### config.mk
export PLATFORM = sky130hd
export DESIGN_NAME = mpmc10_chan_arbiter
export DESIGN_NICKNAME = d
export VERILOG_FILES = /design/src/rtl/mpmc10_chan_arbiter.sv
export SDC_FILE = /design/constraint.sdc
export NUM_CORES = 1
export LEC_CHECK = 0
export ABC_AREA = 1
export CAP_MARGIN = 10
export CORE_ASPECT_RATIO = 0.5
export CORE_MARGIN = 2
export CORE_UTILIZATION = 45
export CTS_CLUSTER_SIZE = 20
export DETAILED_ROUTE_END_ITERATION = 10
export PLACE_DENSITY = 0.7
export SLEW_MARGIN = 20
export SYNTH_ARGS = -nofsm -noshare
export SYNTH_HDL_FRONTEND = slang
export SYNTH_SLANG_ARGS = --single-unit
### constraint.sdc
create_clock -name clk -period 4.6 [get_ports clk]
set_input_delay 0.92 -clock clk [delete_from_list [all_inputs] [get_ports clk]]
set_output_delay 0.92 -clock clk [all_outputs]
set_load 0.05 [all_outputs]
### src/rtl/mpmc10_chan_arbiter.sv
// mpmc10_chan_arbiter
// Round-robin arbiter that lends the single mpmc10 DRAM sequencer to one of
// NCHAN requesting channels. A grant lasts for one full pass of the sequencer,
// from leaving IDLE until returning to it. A grant the sequencer never takes up
// is withdrawn after ACK_TO cycles.
//
// Optional feature: define MPMC10_ARB_PRIO0_EN to give channel 0 (the video
// refresh channel) absolute priority. Serving channel 0 then leaves the
// round-robin pointer untouched. Without the macro, channel 0 is an ordinary
// round-robin participant.
//
// The sequencer state encoding comes from mpmc10_pkg. This file carries the
// one constant the arbiter depends on, the IDLE code.

package mpmc10_pkg;
    localparam logic [3:0] IDLE = 4'h0;
endpackage

module mpmc10_chan_arbiter #(
    parameter int NCHAN  = 8,
    parameter int CHW    = 3,
    parameter int ACK_TO = 15
) (
    input  logic             rst,
    input  logic             clk,
    input  logic [NCHAN-1:0] req,
    input  logic [3:0]       state,
    output logic [NCHAN-1:0] grant,
    output logic [CHW-1:0]   grant_num,
    output logic             grant_valid,
    output logic             start,
    output logic             done,
    output logic             timeout
);

    localparam int ACW = (ACK_TO > 1) ? $clog2(ACK_TO) : 1;

    typedef enum logic [1:0] {
        A_IDLE,
        A_GRANT,
        A_BUSY,
        A_RETIRE
    } arb_state_t;

    arb_state_t       afsm, afsm_nx;
    logic [CHW-1:0]   last, last_nx;
    logic [ACW-1:0]   ackcnt, ackcnt_nx;

    logic [NCHAN-1:0] grant_nx;
    logic [CHW-1:0]   grant_num_nx;
    logic             grant_valid_nx;
    logic             start_nx;
    logic             done_nx;
    logic             timeout_nx;

    logic             seq_idle;
    logic             hi_found, lo_found;
    logic [CHW-1:0]   hi_num, lo_num;
    logic             pick_found;
    logic [CHW-1:0]   pick_num;
    logic [NCHAN-1:0] pick_oh;
    logic [CHW-1:0]   retire_last;

    assign seq_idle = (state == mpmc10_pkg::IDLE);

    // Round-robin pick: first request above the last served channel, else the
    // lowest request at or below it (which wraps the search modulo NCHAN).
    always_comb begin
        // NOTE: every combinational output is given a default up front so that no
        // path through the branches below leaves it unassigned and infers a latch.
        hi_found   = 1'b0;
        lo_found   = 1'b0;
        hi_num     = '0;
        lo_num     = '0;
        pick_oh    = '0;
        for (int j = 0; j < NCHAN; j++) begin
            if (req[j]) begin
                if (j > int'(last)) begin
                    if (!hi_found) begin
                        hi_found = 1'b1;
                        hi_num   = CHW'(j);
                    end
                end else if (!lo_found) begin
                    lo_found = 1'b1;
                    lo_num   = CHW'(j);
                end
            end
        end
        pick_found = hi_found | lo_found;
        pick_num   = hi_found ? hi_num : lo_num;
`ifdef MPMC10_ARB_PRIO0_EN
        if (req[0]) begin
            pick_num = '0;
        end
`endif
        for (int j = 0; j < NCHAN; j++) begin
            pick_oh[j] = (CHW'(j) == pick_num);
        end
    end

    // Pointer value to store when the current grant ends (served or withdrawn).
    always_comb begin
`ifdef MPMC10_ARB_PRIO0_EN
        retire_last = (grant_num == '0) ? last : grant_num;
`else
        retire_last = grant_num;
`endif
    end

    // Next-state and next-output logic for the grant lifecycle.
    always_comb begin
        afsm_nx        = afsm;
        last_nx        = last;
        ackcnt_nx      = ackcnt;
        grant_nx       = grant;
        grant_num_nx   = grant_num;
        grant_valid_nx = grant_valid;
        start_nx       = 1'b0;
        done_nx        = 1'b0;
        timeout_nx     = 1'b0;
        unique case (afsm)
            A_IDLE: begin
                if (seq_idle && pick_found) begin
                    grant_nx       = pick_oh;
                    grant_num_nx   = pick_num;
                    grant_valid_nx = 1'b1;
                    start_nx       = 1'b1;
                    ackcnt_nx      = '0;
                    afsm_nx        = A_GRANT;
                end
            end
            A_GRANT: begin
                if (!seq_idle) begin
                    afsm_nx = A_BUSY;
                end else if (ackcnt == ACW'(ACK_TO - 1)) begin
                    // Withdrawn unaccepted: the channel still loses its turn.
                    grant_nx       = '0;
                    grant_num_nx   = '0;
                    grant_valid_nx = 1'b0;
                    timeout_nx     = 1'b1;
                    last_nx        = retire_last;
                    afsm_nx        = A_IDLE;
                end else begin
                    ackcnt_nx = ackcnt + ACW'(1);
                end
            end
            A_BUSY: begin
                if (seq_idle) begin
                    afsm_nx = A_RETIRE;
                end
            end
            A_RETIRE: begin
                grant_nx       = '0;
                grant_num_nx   = '0;
                grant_valid_nx = 1'b0;
                done_nx        = 1'b1;
                last_nx        = retire_last;
                afsm_nx        = A_IDLE;
            end
            default: begin
                afsm_nx = A_IDLE;
            end
        endcase
    end

    // State and output registers with synchronous reset.
    always_ff @(posedge clk) begin
        // NOTE: sequential state uses non-blocking assignments so every register
        // samples the pre-edge values, independent of statement order.
        if (rst) begin
            afsm        <= A_IDLE;
            last        <= CHW'(NCHAN - 1);
            ackcnt      <= '0;
            grant       <= '0;
            grant_num   <= '0;
            grant_valid <= 1'b0;
            start       <= 1'b0;
            done        <= 1'b0;
            timeout     <= 1'b0;
        end else begin
            afsm        <= afsm_nx;
            last        <= last_nx;
            ackcnt      <= ackcnt_nx;
            grant       <= grant_nx;
            grant_num   <= grant_num_nx;
            grant_valid <= grant_valid_nx;
            start       <= start_nx;
            done        <= done_nx;
            timeout     <= timeout_nx;
        end
    end

endmodule
---- Word level (Yosys, flattened, before mapping) ----
Index checks and enable logic that the tools add are counted.
word-level totals
  register bits after elaboration ......... 24
  output and inout bits ................... 15
  bits of input ports ..................... 14
  word-level logic and storage cells ...... 149
operators by class
  reduce and logical (&&, ||, !) cells .... 13
  bitwise gates (word level) .............. 4
  add/subtract/negate cells ............... 1
  muxes and demuxes ....................... 98
  order comparisons ....................... 7
  eq/ne operators ......................... 17
operators with widths
  operator                                                      number
  2-to-1 mux 3 bit                                              42
  2-to-1 mux 1 bit                                              40
  2-to-1 mux 8 bit                                              3
  one-hot mux 8 bit (3 select lines)                            1
  == test 3 bit, first input constant                           4
  greater-than comparator 3 bit, first input constant           4
  2-to-1 mux 4 bit                                              3
  inequality test 2 bit, second input constant                  5
  one-hot mux 3 bit (3 select lines)                            1
  2-to-1 mux 2 bit                                              4
  one-hot mux 2 bit (4 select lines)                            1
  one-hot mux 4 bit (2 select lines)                            1
  AND reduction 4 bit                                           2
  == test 2 x 3 -> 1 bit, first input constant                  2
  greater-than comparator 2 x 3 -> 1 bit, first input constant  2
  one-hot mux 3 bit (2 select lines)                            1
  AND reduction 3 bit                                           2
  adder 4 x 1 -> 4 bit, second input constant                   1
  == test 2 bit, second input constant                          2
  == test 4 bit, second input constant                          1
  zero test 4 bit                                               1
  nonzero test 2 bit                                            2
  == test 1 x 3 -> 1 bit, first input constant                  1
  greater-than comparator 1 x 3 -> 1 bit, first input constant  1
  other kinds (11)                                              13

---- Depth between registers and ports, before layout ----
  depth after elaboration ................. 26
  gate-level depth with buffers ........... 15
  depth with buffers taken out ............ 14

---- Least setup slack after synthesis ----
No wires, ideal clock.
  path kind ............................... input-to-reg
  start ................................... input req[4]
  end ..................................... register grant[0]
  library setup time ...................... 0.069 ns
  path buffers ............................ 1
  required time ........................... 4.531 ns
  arrival ................................. 2.025 ns
  setup slack ............................. 2.506 ns
  stages on the path ...................... 12
  path through ............................ nand2_1 > nand2_1 > a21oi_1 > nand2_2 > nor2_2 > nand2_2 > nand2_2 > nand2_2 > nand3_4 > buf_12 > nand2_2 > a21oi_2
on the way
  cells in the longest elaborated chain, start to end .. 14
  elaborated cells on any way between the ends .. 42
  those cells by class .................... 1 x eq/ne; 37 x mux; 1 x bitwise; 3 x reduce/logical
RTL lines
  item                                                         line    text
  start, declared                                              26      input logic [NCHAN-1:0] req,
  2-to-1 mux 3 bit / 2-to-1 mux 1 bit (equally long branches)  77      if (req[j]) begin
  2-to-1 mux 3 bit (on tied branches)                          83, 79
  2-to-1 mux 3 bit                                             78      if (j > int'(last)) begin
  2-to-1 mux 3 bit                                             77
  2-to-1 mux 3 bit (on tied branches)                          83, 79
  2-to-1 mux 3 bit                                             78
  2-to-1 mux 3 bit                                             77
  2-to-1 mux 3 bit (on tied branches)                          83, 79
  2-to-1 mux 3 bit                                             78
  2-to-1 mux 3 bit                                             77
  2-to-1 mux 3 bit                                             90      pick_num = hi_found ? hi_num : lo_num;
  zero test 3 bit                                              97      pick_oh[j] = (CHW'(j) == pick_num);
  2-to-1 mux 8 bit                                             123     if (seq_idle && pick_found) begin
  one-hot mux 8 bit (3 select lines)                           121     unique case (afsm)
  end signal, assigned                                         184     grant <= grant_nx;
  end, declared                                                28      output logic [NCHAN-1:0] grant,
Parallel ways exist; a longest one is shown, timed or not. The select of a mux whose other input is x is not followed.
A chain may end at the register's enable or synchronous reset.

---- Worst setup path after layout ----
  start ................................... input state[1]
  end ..................................... register last[1]
on the way
  cells in the longest elaborated chain, start to end .. 3
RTL lines
  item                                    line  text
  start, declared                         27    input logic [3:0] state,
  zero test 4 bit                         64    assign seq_idle = (state == mpmc10_pkg::IDLE);
  inequality test 2 bit (no source line)  --
  AND reduction 3 bit (no source line)    --
  end signal, assigned                    172   last <= CHW'(NCHAN - 1);
  end signal, assigned                    182   last <= last_nx;
  end, declared                           46    logic [CHW-1:0] last, last_nx;
No other way between the ends.

==> results_dict.tcl <==
set metrics [dict create \
    outcome "complete, no violations" \
    die_w_um 87.1 \
    grt_pass1_vias 1179 \
    path_cells "clkdlybuf4s50_1, nor4_4, nor2_1, nor3_1, nand2_1, o211ai_1" \
    yosysMostFrequentCell "nand2_1" \
    grt_pass1_wl_um 5060 \
    cts_setup_buffers 0 \
    cts_root_buf "clkbuf_8" \
    wl_per_cell_um 11.0 \
    avgSynthCellArea_um2 7.07 \
    ios 29 \
    yosysSeqAreaShare_pct 30.9 \
    crit_path_end_kind "flip-flop" \
    yosysTopAreaCell "dfxtp_1" \
    ir_worst_vdd_uv 315 \
    cts.htree.levels 1 \
    yosys-top-cells-count "nand2_1, dfxtp_1, inv_1" \
    setup_tns_ns 0 \
    synth_fp_nets 236 \
    postCtsHoldBufs 0 \
    drive_gt1_share_pct 18.5 \
    hold_class "flip-flop to flip-flop" \
    drt_iter0_drc 49 \
    slowest_delay_ns 0.52 \
    drt_wl_total_um 3180 \
    synth-edff-count 0 \
    synth_warnings 0 \
    remaining_drc_errors 0 \
    gp_congestion 0.795 \
    ys_ff_latch 24 \
    netlist_instances 220 \
    synth_top_flop_cell "dfxtp_1" \
    power.density_mw_per_mm2 475 \
    power_switching_w 0.000413 \
    crit_slowest_cell "nor3_1" \
    synth_area_leaders "dfxtp_1, nand2_1, nand2_2" \
    grt_use_total_pct 16.4 \
    timing.final.hold_violations 0 \
    antennaDiodeCount 0 \
    clock-sinks 24 \
    via_per_inst 5.02 \
    synthArstFlopShare_pct 0 \
    core_area_mm2 0.00338 \
    worst_pin_slew_ns 0.742 \
    placed_cells 286 \
    ant_nets 0 \
    p_clk_share_pct 20.3 \
    fillers 340 \
    initial_core_util_pct 46.0 \
    crit_required_ns 4.80 \
    numCtsBuffers 3 \
    yosysUniqueCellTypes 34 \
    setup_violations 0 \
    areaGrowthSynthToFinish_pct 22.8 \
    clkTransAtPathRegs_ns 0.09 \
    nets 265 \
    worst_skew_pair.late_latency_ns 0.27 \
    clock_path_buffers 2 \
    pwr-share-seq_pct 29.4 \
    die_h_um 45.6 \
    fin_cells 290 \
    post-dp-hpwl_um 2510 \
    cap_violations 0 \
    start_kind "primary input" \
    min_period_ns 2.48 \
    gr-total-overflow 0 \
    rows 15 \
    grt_max_degree 18 \
    yosysTopAreaCellShare_pct 30.9 \
    ctsResizeCount 0 \
    finalCritPeriodShare_pct 53.8 \
    die_area_mm2 0.00397 \
    firstDrtPassIters 4 \
    finalMaxSlewViolations 0 \
    rsz0062_at_grt "no" \
    internal-power_w 0.000494 \
    arrival_ns 2.68 \
    crit_fanout 7 \
    syn-cell-area_mm2 0.00156 \
    slew_headroom_pct 50.4 \
    skew_ns 0.00516 \
    worstSetupPathType "primary input to flip-flop" \
    tritoncts "built" \
    power.leakage_nw 0.805 \
    vias 1456 \
    combPwrFrac_pct 50.2 \
    port_buffers 28 \
    swShare_pct 45.5 \
    max_freq_ghz 0.404 \
    antenna_found_initial 0 \
]
path summary, 6_finish.rpt:
path / from / endpoint / slack [ns] / cells past startpoint
worst min register to register: grant[7] / grant[7] / 0.47 / 2
worst max register to register: last[2] / grant_num[2] / 2.50 / 13
worst max-delay path: state[1] / last[1] / 2.12 / 6
worst min-delay path: grant[7] / grant[7] / 0.47 / 2
state kept, by name, summed over array words and instances (netlist names), named ones only:
signal       cells
ackcnt           4
afsm             1
done             1
grant            8
grant_num        3
grant_valid      1
last             3
start            1
timeout          1
logic make-up after synthesis:
group                    share of synthesized area [%]
buffers and inverters                             9.17
AND/OR/NAND/NOR                                   43.0
XOR/XNOR                                          1.13
flip-flops                                        30.9
adder cells (fa/ha/maj)                           1.61
AO/OA/AOI/OAI                                     14.2
routing by layer:
metal,part of all wire [%],up-vias,GRT usage [%]
li1,-,761,-
met2,45,24,26.4
met1,50,669,22.5
met3,3.7,2,3.80
met4,0.66,0,4.92
met5,0,-,0
cells in the final DEF, fill, tap and decap left out, types with 6 or more instances in the layout:
| master | count |
|---|---|
| nand2_1 | 60 |
| clkdlybuf4s50_1 | 28 |
| dfxtp_1 | 24 |
| inv_1 | 22 |
| nor2_1 | 18 |
| nand3_1 | 15 |
| nand2_2 | 15 |
| a21oi_1 | 10 |
| o21ai_0 | 8 |
| a21oi_2 | 6 |
worst max-delay path: cells and delay by family:
kind | cells | cell delay (ns)
and+or+nand+nor | 4 | 1.22
buffers and inverters | 1 | 0.44
AOI/OAI and AO/OA | 1 | 0.10
cell type report:
class                   count  area (um^2)  area share [%]
inverters                  25         93.8            4.91
flip-flops and latches     24          480            25.1
repair buffers             28          280            14.7
multi-input cells         167          932            48.8
clock buffers               3         41.3            2.16
well taps                  42         52.6            2.75
clock inverters             1         30.0            1.57
metrics by stage:
stage	hold slack [ns]	utilization, %	setup slack (ns)	power [W]	instance area (um^2)
3_3_place_gp	0.456	54.4	1.89	0.000722	1840
5_1_grt	0.491	56.6	1.95	0.000986	1910
6_report	0.469	56.6	2.12	0.000907	1910
2_1_floorplan	0.466	-	2.51	0.000659	1560
4_1_cts	0.473	56.6	2.14	0.000915	1910
3_5_place_dp	0.461	54.4	1.87	0.000729	1840
power by group through the flow:
| stage | combinational (W) | clock [W] | sequential, W |
|---|---|---|---|
| 2_1_floorplan | 0.000379 | 0 | 0.000280 |
| 3_3_place_gp | 0.000451 | 0 | 0.000271 |
| 3_5_place_dp | 0.000457 | 0 | 0.000272 |
| 4_1_cts | 0.000459 | 0.000189 | 0.000267 |
| 5_1_grt | 0.000516 | 0.000197 | 0.000272 |
| 6_report | 0.000456 | 0.000184 | 0.000267 |
Note: power is estimated with default switching activity, not from simulation.
